==> config.mk <==
export PLATFORM = sky130hd
export DESIGN_NAME = mem_port_arbiter_flat
export DESIGN_NICKNAME = d
export VERILOG_FILES = /design/src/rtl/mem_arb_pkg.sv /design/src/rtl/mem_port_arbiter_if.sv /design/src/rtl/mem_arb_timeout.sv /design/src/rtl/mem_port_arbiter.sv /design/src/flat_wrapper.sv
export SDC_FILE = /design/constraint.sdc
export NUM_CORES = 1
export LEC_CHECK = 0
export CAP_MARGIN = 15
export CORE_ASPECT_RATIO = 0.7
export CORE_UTILIZATION = 34
export CTS_CLUSTER_DIAMETER = 40
export DETAILED_ROUTE_END_ITERATION = 8
export PLACE_DENSITY = 0.82
export REMOVE_ABC_BUFFERS = 1
export SLEW_MARGIN = 20
export SYNTH_ARGS = -nofsm -noshare
export SYNTH_HDL_FRONTEND = slang
export SYNTH_SLANG_ARGS = --single-unit
==> constraint.sdc <==
create_clock -name clk -period 3.5 [get_ports clk]
set_clock_uncertainty 0.2 [all_clocks]
set_input_delay 0.7 -clock clk [delete_from_list [all_inputs] [get_ports clk]]
set_output_delay 0.7 -clock clk [all_outputs]
set_load 0.02 [all_outputs]
==> src/rtl/mem_arb_pkg.sv <==
`default_nettype none
// +------------------------------------------------------------------+
// | mem_arb_pkg : shared types and defaults for the memory arbiter   |
// | Revision    : 1.0                                                |
// +------------------------------------------------------------------+
package mem_arb_pkg;

    typedef enum logic [1:0] {
        ST_IDLE = 2'd0,
        ST_REQ  = 2'd1,
        ST_RESP = 2'd2
    } arb_state_e;

    typedef enum logic {
        OWN_FETCH = 1'b0,
        OWN_DATA  = 1'b1
    } arb_owner_e;

    localparam int unsigned DEFAULT_TIMEOUT_CYC = 64;

endpackage
`default_nettype wire

==> src/rtl/mem_port_arbiter_if.sv <==
`default_nettype none
// +------------------------------------------------------------------+
// | mem_port_arbiter_if : fetch, data and memory-side port bundle    |
// | Revision            : 1.0                                        |
// +------------------------------------------------------------------+
interface mem_port_arbiter_if;
    logic        if_req;
    logic [31:0] if_addr;
    logic        if_kill;
    logic        if_rvalid;
    logic [31:0] if_rdata;

    logic        d_req;
    logic        d_we;
    logic [31:0] d_addr;
    logic [31:0] d_wdata;
    logic [3:0]  d_be;
    logic        d_done;
    logic [31:0] d_rdata;

    logic        mem_req;
    logic        mem_we;
    logic [31:0] mem_addr;
    logic [31:0] mem_wdata;
    logic [3:0]  mem_be;
    logic        mem_gnt;
    logic        mem_rvalid;
    logic [31:0] mem_rdata;

    logic        stall_if;
    logic        stall_mem;
    logic        bus_err;

    modport slave (
        input  if_req, if_addr, if_kill, d_req, d_we, d_addr, d_wdata, d_be,
               mem_gnt, mem_rvalid, mem_rdata,
        output if_rvalid, if_rdata, d_done, d_rdata,
               mem_req, mem_we, mem_addr, mem_wdata, mem_be,
               stall_if, stall_mem, bus_err
    );

    modport master (
        output if_req, if_addr, if_kill, d_req, d_we, d_addr, d_wdata, d_be,
               mem_gnt, mem_rvalid, mem_rdata,
        input  if_rvalid, if_rdata, d_done, d_rdata,
               mem_req, mem_we, mem_addr, mem_wdata, mem_be,
               stall_if, stall_mem, bus_err
    );
endinterface
`default_nettype wire

==> src/rtl/mem_arb_timeout.sv <==
`default_nettype none
// +------------------------------------------------------------------+
// | mem_arb_timeout : per-transaction cycle counter with expiry flag |
// | Revision        : 1.0                                            |
// +------------------------------------------------------------------+
module mem_arb_timeout
    import mem_arb_pkg::*;
#(
    parameter int unsigned TIMEOUT_CYC = DEFAULT_TIMEOUT_CYC
) (
    input  logic clk,
    input  logic reset,
    input  logic clear_i,
    input  logic en_i,
    output logic expired_o
);

    localparam int unsigned CNT_W = (TIMEOUT_CYC > 1) ? $clog2(TIMEOUT_CYC) : 1;
    localparam logic [CNT_W-1:0] LAST_CNT = CNT_W'(TIMEOUT_CYC - 1);
    localparam logic [CNT_W-1:0] ONE_CNT  = CNT_W'(1);

    logic [CNT_W-1:0] count_q;

    // Expiry fires during the TIMEOUT_CYC-th enabled cycle.
    assign expired_o = en_i && (count_q == LAST_CNT);

    always_ff @(posedge clk) begin
        if (reset || clear_i) begin
            count_q <= '0;
        end else if (en_i && !expired_o) begin
            count_q <= count_q + ONE_CNT;
        end
    end

endmodule
`default_nettype wire

==> src/rtl/mem_port_arbiter.sv <==
`default_nettype none
// +------------------------------------------------------------------+
// | mem_port_arbiter : shares one memory port between fetch and data |
// | Revision         : 1.0                                           |
// +------------------------------------------------------------------+
module mem_port_arbiter
    import mem_arb_pkg::*;
#(
    parameter int unsigned TIMEOUT_CYC = DEFAULT_TIMEOUT_CYC
) (
    input  logic              clk,
    input  logic              reset,
    mem_port_arbiter_if.slave bus
);

    arb_state_e  state_q;
    arb_owner_e  owner_q;
    logic [31:0] addr_q;
    logic [31:0] wdata_q;
    logic [31:0] rdata_q;
    logic [3:0]  be_q;
    logic        we_q;
    logic        mem_req_q;
    logic        if_rvalid_q;
    logic        d_done_q;
    logic        discard_q;
    logic        discard_d;
    logic        bus_err_q;

    logic w_idle, w_busy, w_accept_data, w_accept_fetch, w_accept;
    logic w_kill_fetch, w_store_done, w_read_done, w_abort, w_finish;
    logic w_tmo_expired;

    assign w_idle         = (state_q == ST_IDLE);
    assign w_busy         = !w_idle;
    assign w_accept_data  = w_idle && bus.d_req;
    assign w_accept_fetch = w_idle && bus.if_req && !bus.if_kill && !bus.d_req;
    assign w_accept       = w_accept_data || w_accept_fetch;

    // A kill in the completing cycle must already suppress the pulse.
    assign w_kill_fetch = w_busy && (owner_q == OWN_FETCH) && bus.if_kill;
    assign discard_d    = discard_q || w_kill_fetch;

    assign w_store_done = (state_q == ST_REQ) && bus.mem_gnt && we_q;
    assign w_read_done  = (state_q == ST_RESP) && bus.mem_rvalid;
    assign w_abort      = w_tmo_expired && !((state_q == ST_REQ) && bus.mem_gnt) && !w_read_done;
    assign w_finish     = w_store_done || w_read_done || w_abort;

    mem_arb_timeout #(
        .TIMEOUT_CYC (TIMEOUT_CYC)
    ) u_timeout (
        .clk       (clk),
        .reset     (reset),
        .clear_i   (w_accept),
        .en_i      (w_busy),
        .expired_o (w_tmo_expired)
    );

    always_ff @(posedge clk) begin
        if (reset) begin
            state_q     <= ST_IDLE;
            owner_q     <= OWN_FETCH;
            addr_q      <= '0;
            wdata_q     <= '0;
            rdata_q     <= '0;
            be_q        <= '0;
            we_q        <= 1'b0;
            mem_req_q   <= 1'b0;
            if_rvalid_q <= 1'b0;
            d_done_q    <= 1'b0;
            discard_q   <= 1'b0;
            bus_err_q   <= 1'b0;
        end else begin
            if_rvalid_q <= 1'b0;
            d_done_q    <= 1'b0;
            discard_q   <= discard_d;
            bus_err_q   <= bus_err_q || w_abort;
            if (w_finish) begin
                state_q     <= ST_IDLE;
                mem_req_q   <= 1'b0;
                discard_q   <= 1'b0;
                d_done_q    <= (owner_q == OWN_DATA);
                if_rvalid_q <= (owner_q == OWN_FETCH) && !discard_d;
                if (w_abort) begin
                    rdata_q <= '0;
                end else if (w_read_done) begin
                    rdata_q <= bus.mem_rdata;
                end
            end else begin
                case (state_q)
                    ST_IDLE: begin
                        if (w_accept) begin
                            state_q   <= ST_REQ;
                            mem_req_q <= 1'b1;
                            discard_q <= 1'b0;
                            if (w_accept_data) begin
                                owner_q <= OWN_DATA;
                                addr_q  <= bus.d_addr;
                                we_q    <= bus.d_we;
                                wdata_q <= bus.d_wdata;
                                be_q    <= bus.d_be;
                            end else begin
                                owner_q <= OWN_FETCH;
                                addr_q  <= bus.if_addr;
                                we_q    <= 1'b0;
                                wdata_q <= '0;
                                be_q    <= 4'hF;
                            end
                        end
                    end
                    ST_REQ: begin
                        if (bus.mem_gnt) begin
                            state_q   <= ST_RESP;
                            mem_req_q <= 1'b0;
                        end
                    end
                    ST_RESP: begin
                    end
                    default: begin
                        state_q   <= ST_IDLE;
                        mem_req_q <= 1'b0;
                    end
                endcase
            end
        end
    end

    assign bus.mem_req   = mem_req_q;
    assign bus.mem_we    = we_q;
    assign bus.mem_addr  = addr_q;
    assign bus.mem_wdata = wdata_q;
    assign bus.mem_be    = be_q;
    assign bus.if_rvalid = if_rvalid_q;
    assign bus.if_rdata  = rdata_q;
    assign bus.d_done    = d_done_q;
    assign bus.d_rdata   = rdata_q;
    assign bus.bus_err   = bus_err_q;
    assign bus.stall_if  = bus.if_req && !if_rvalid_q;
    assign bus.stall_mem = bus.d_req && !d_done_q;

endmodule
`default_nettype wire

==> src/flat_wrapper.sv <==
// flat-port wrapper written by rule: the top's interface ports become plain ports
module mem_port_arbiter_flat import mem_arb_pkg::*;
#(
    parameter int unsigned TIMEOUT_CYC = DEFAULT_TIMEOUT_CYC
)
  (clk, reset, bus_if_req, bus_if_addr, bus_if_kill, bus_d_req, bus_d_we, bus_d_addr, bus_d_wdata, bus_d_be, bus_mem_gnt, bus_mem_rvalid, bus_mem_rdata, bus_if_rvalid, bus_if_rdata, bus_d_done, bus_d_rdata, bus_mem_req, bus_mem_we, bus_mem_addr, bus_mem_wdata, bus_mem_be, bus_stall_if, bus_stall_mem, bus_bus_err);
  mem_port_arbiter_if bus_i ();
  input  logic clk;
  input  logic reset;
  input wire logic [$bits(bus_i.if_req)-1:0] bus_if_req;
  input wire logic [$bits(bus_i.if_addr)-1:0] bus_if_addr;
  input wire logic [$bits(bus_i.if_kill)-1:0] bus_if_kill;
  input wire logic [$bits(bus_i.d_req)-1:0] bus_d_req;
  input wire logic [$bits(bus_i.d_we)-1:0] bus_d_we;
  input wire logic [$bits(bus_i.d_addr)-1:0] bus_d_addr;
  input wire logic [$bits(bus_i.d_wdata)-1:0] bus_d_wdata;
  input wire logic [$bits(bus_i.d_be)-1:0] bus_d_be;
  input wire logic [$bits(bus_i.mem_gnt)-1:0] bus_mem_gnt;
  input wire logic [$bits(bus_i.mem_rvalid)-1:0] bus_mem_rvalid;
  input wire logic [$bits(bus_i.mem_rdata)-1:0] bus_mem_rdata;
  output wire logic [$bits(bus_i.if_rvalid)-1:0] bus_if_rvalid;
  output wire logic [$bits(bus_i.if_rdata)-1:0] bus_if_rdata;
  output wire logic [$bits(bus_i.d_done)-1:0] bus_d_done;
  output wire logic [$bits(bus_i.d_rdata)-1:0] bus_d_rdata;
  output wire logic [$bits(bus_i.mem_req)-1:0] bus_mem_req;
  output wire logic [$bits(bus_i.mem_we)-1:0] bus_mem_we;
  output wire logic [$bits(bus_i.mem_addr)-1:0] bus_mem_addr;
  output wire logic [$bits(bus_i.mem_wdata)-1:0] bus_mem_wdata;
  output wire logic [$bits(bus_i.mem_be)-1:0] bus_mem_be;
  output wire logic [$bits(bus_i.stall_if)-1:0] bus_stall_if;
  output wire logic [$bits(bus_i.stall_mem)-1:0] bus_stall_mem;
  output wire logic [$bits(bus_i.bus_err)-1:0] bus_bus_err;
  assign bus_i.if_req = bus_if_req;
  assign bus_i.if_addr = bus_if_addr;
  assign bus_i.if_kill = bus_if_kill;
  assign bus_i.d_req = bus_d_req;
  assign bus_i.d_we = bus_d_we;
  assign bus_i.d_addr = bus_d_addr;
  assign bus_i.d_wdata = bus_d_wdata;
  assign bus_i.d_be = bus_d_be;
  assign bus_i.mem_gnt = bus_mem_gnt;
  assign bus_i.mem_rvalid = bus_mem_rvalid;
  assign bus_i.mem_rdata = bus_mem_rdata;
  assign bus_if_rvalid = bus_i.if_rvalid;
  assign bus_if_rdata = bus_i.if_rdata;
  assign bus_d_done = bus_i.d_done;
  assign bus_d_rdata = bus_i.d_rdata;
  assign bus_mem_req = bus_i.mem_req;
  assign bus_mem_we = bus_i.mem_we;
  assign bus_mem_addr = bus_i.mem_addr;
  assign bus_mem_wdata = bus_i.mem_wdata;
  assign bus_mem_be = bus_i.mem_be;
  assign bus_stall_if = bus_i.stall_if;
  assign bus_stall_mem = bus_i.stall_mem;
  assign bus_bus_err = bus_i.bus_err;
  mem_port_arbiter #(.TIMEOUT_CYC(TIMEOUT_CYC)) u_core (.clk(clk), .reset(reset), .bus(bus_i));
endmodule
==> reports/summary.md <==
The areal power density over the cells is 518 mW/mm^2, and the post-detailed-route via-to-cell ratio is 5.09. For the first-iteration detailed-routing DRC count, the log shows 190. The cell area that synthesis handed to floorplanning was 0.00450 sq mm.

The diode insertion count for antenna repair is 0. For this run, design rule violations remaining after detail routing come to 0. After layout, the worst setup slack is 522 ps. The most used flip-flop cell after synthesis is sky130_fd_sc_hd__dfxtp_1. In the post-synthesis netlist, the cell with the most instances is sky130_fd_sc_hd__dfxtp_1. The first global-routing pass estimated 23.3 mm of wire. The tools report the iteration count of the initial detailed-routing pass as 5.

The run gives 45.6% as the relative slew slack. After synthesis, the mean cell area works out to 9.32 sq um. Based on the critical path, the design can be clocked at up to 0.336 GHz. The logs give 0 for the max-slew violation count and 4 for the H-tree depth. The run gives 0 as the number of buffers added for setup after CTS. The number of hold-slack violations in the final timing report is 0, and the number of enable flip-flop cells after synthesis is 0. Once detailed placement completed, the half-perimeter wirelength came to 10.8 mm. The clock-pin slew reported for the worst setup and hold paths after clock tree synthesis was 60 ps. The number of buffers between clock root and the deepest sink was 2; the final non-filler cell total was 892.

The total area inside the core boundary comes to 0.0127 sq mm. Entering global routing, the biggest net connects 67 pins. The worst path needs 2980 ps of the cycle, external delays included. The clock reaches the later pin of the worst-skew pair after 400 ps. The number of different library cells used by synthesis comes to 39. The total of buffers placed on input and output ports is 278. Max-cap violations in this run came to 0. The floorplan step set the die width to 140 microns. For the total power draw, the log shows 3.97 mW. For the via count of the first global-routing pass, the log shows 4549.

The fraction of layout instances using a drive strength above 1 works out to 7.53%. The worst hold slack was 277 ps. The number of clock sinks seen by CTS is 114. The area share of the leading cell type in the synthesized netlist works out to 50.7%.

During I/O placement, the number of pins put on the boundary was 279. After detailed placement, the total cell area comes to 0.00711 sq mm. The number of hold buffers added after CTS was 0. The sum of negative setup slack came out at 0 ps.

The post-synthesis cell count came out at 483. Setup violations remaining at the end of the flow were counted as 0. Routability-driven placement finished with a final weighted congestion of 0.850. After synthesis the netlist holds a flip-flop and latch count of 114. The type of the setup path with the least slack is input port to primary output. Across every metal layer, demand over resource in global routing totals 21.6%. The detail route stage leaves a number of antenna-violating nets equal to 0. The initial utilization of the core area, before any placement, comes to 35.5%.

For this run, the share of the core covered by cells in the final layout is 60.6%. Area of all placed cells without fillers: 0.00768 sq mm. After synthesis, the most frequently instantiated cells are sky130_fd_sc_hd__dfxtp_1 (114), sky130_fd_sc_hd__nor2_1 (83), sky130_fd_sc_hd__nand2_1 (37).

Data on the critical path is required at its endpoint by 2600 ps. The detailed router placed 4540 vias in this run. Sequential elements use 50.7% of the synthesized area.

For the pin with the worst max-slew slack, the measured transition is 813 ps. The analysis attributes to cell leakage a power of 2.87 nW. The floorplan die height works out to 98.3 microns. Number of CTS-inserted buffers: 17. STA puts the critical path data arrival time at 2080 ps.

The floorplan step defined a die boundary enclosing 0.0137 sq mm. The worst hold path belongs to the class flop to flop. The warning count from the yosys run was 0. The worst setup path is launched from an input port. For the overall overflow remaining after global route, the log shows 0.

The initialized floorplan defines 34 standard-cell rows. Yosys attributes the largest share of cell area to sky130_fd_sc_hd__dfxtp_1 (51%), sky130_fd_sc_hd__nor2_1 (6.9%), sky130_fd_sc_hd__a22o_1 (6.2%), sky130_fd_sc_hd__buf_4 (6.0%), sky130_fd_sc_hd__a22oi_1 (5.5%). Summed over all instances, the cell type with the most area after synthesis is sky130_fd_sc_hd__dfxtp_1.

TritonCTS built the clock tree. The worst setup path is captured at a primary output. The area overhead of the layout relative to synthesis was 70.6%; the initial antenna violation count was 0.

The run finished with clean final reports. The final wirelength is 14.8 mm. The tools report the number of gates resized after CTS as 0. The wire length per cell was 16.6 microns; the final net count was 858. In the synthesized netlist the async set-or-reset flop fraction comes to 0%. The run gives 294 uV as the worst supply voltage drop on vdd. The number of placed instances, taps included, is 860. The largest driver fanout on the critical path is 5. Setup repair after global routing left no endpoint under its margin. Clock tree root driver cell: sky130_fd_sc_hd__clkbuf_16.

The pre-CTS worst setup slack is 518 ps. Final critical-path share of the clock period: 85.1%.
-- area by class of cell --
type,instances,area [sq um]
Multi-Input combinational cell,298,1770
Sequential cell,114,2280
Tap cell,162,203
Inverter,3,11.3
Timing Repair Buffer,283,2840
Fill cell,1027,5000
Clock buffer,18,439
Clock inverter,14,133
-- cells by family after synthesis --
| family | synth area share (%) |
|---|---|
| flip-flops | 50.7 |
| AO/OA/AOI/OAI | 24.0 |
| buffers and inverters | 10.2 |
| AND/OR/NAND/NOR | 14.4 |
| adder cells (fa/ha/maj) | 0.278 |
| XOR/XNOR | 0.195 |
| multiplexers | 0.222 |
-- cells in the final DEF, fill, tap and decap left out, drive strengths merged, types with 4 or more instances in the layout --
cell	instances
a211oi	33
a21oi	35
a22o	32
a22oi	33
a31oi	4
buf	6
clkbuf	18
clkdlybuf4s50	277
clkinv	7
dfxtp	114
inv	6
nand2	38
nand3	4
nor2	85
nor3	8
-- per-layer routing --
layer  wire length [microns]  vias to the layer above  GRT usage (%)
met2                    7440                      202           38.2
met5                       0                        -              0
li1                        -                     2146              -
met3                    1090                       16           8.39
met1                    6070                     2176           23.9
met4                     244                        0           6.85
-- critical path: stages --
cell and delay, ps:
sky130_fd_sc_hd__clkdlybuf4s50_1 600, sky130_fd_sc_hd__nor2b_1 170, sky130_fd_sc_hd__clkdlybuf4s50_1 610
-- registers in the layout (all words and copies together) (netlist names) --
signal                    cells
u_core.bus.bus_err            1
u_core.bus.d_done             1
u_core.bus.d_rdata           32
u_core.bus.if_rvalid          1
u_core.bus.mem_addr          32
u_core.bus.mem_be             4
u_core.bus.mem_wdata         32
u_core.bus.mem_we             1
u_core.discard_q              1
u_core.owner_q                1
u_core.state_q                2
u_core.u_timeout.count_q      6
-- final timing paths --
path                     start                      to  slack (ps)  cells past startpoint
max                  bus_d_req           bus_stall_mem         520                      3
min             u_core.owner_q    u_core.bus.if_rvalid         280                      1
max reg2reg  u_core.state_q[0]  u_core.bus.d_rdata[15]        1460                      4
min reg2reg     u_core.owner_q    u_core.bus.if_rvalid         280                      1
-- where the power goes --
part	switching [mW]	internal (mW)	leakage (nW)
Sequential	0.0634	1.40	0.933
Clock	0.644	1.00	0.273
Combinational	0.439	0.425	1.67
Power figures use the tool's default switching activity.
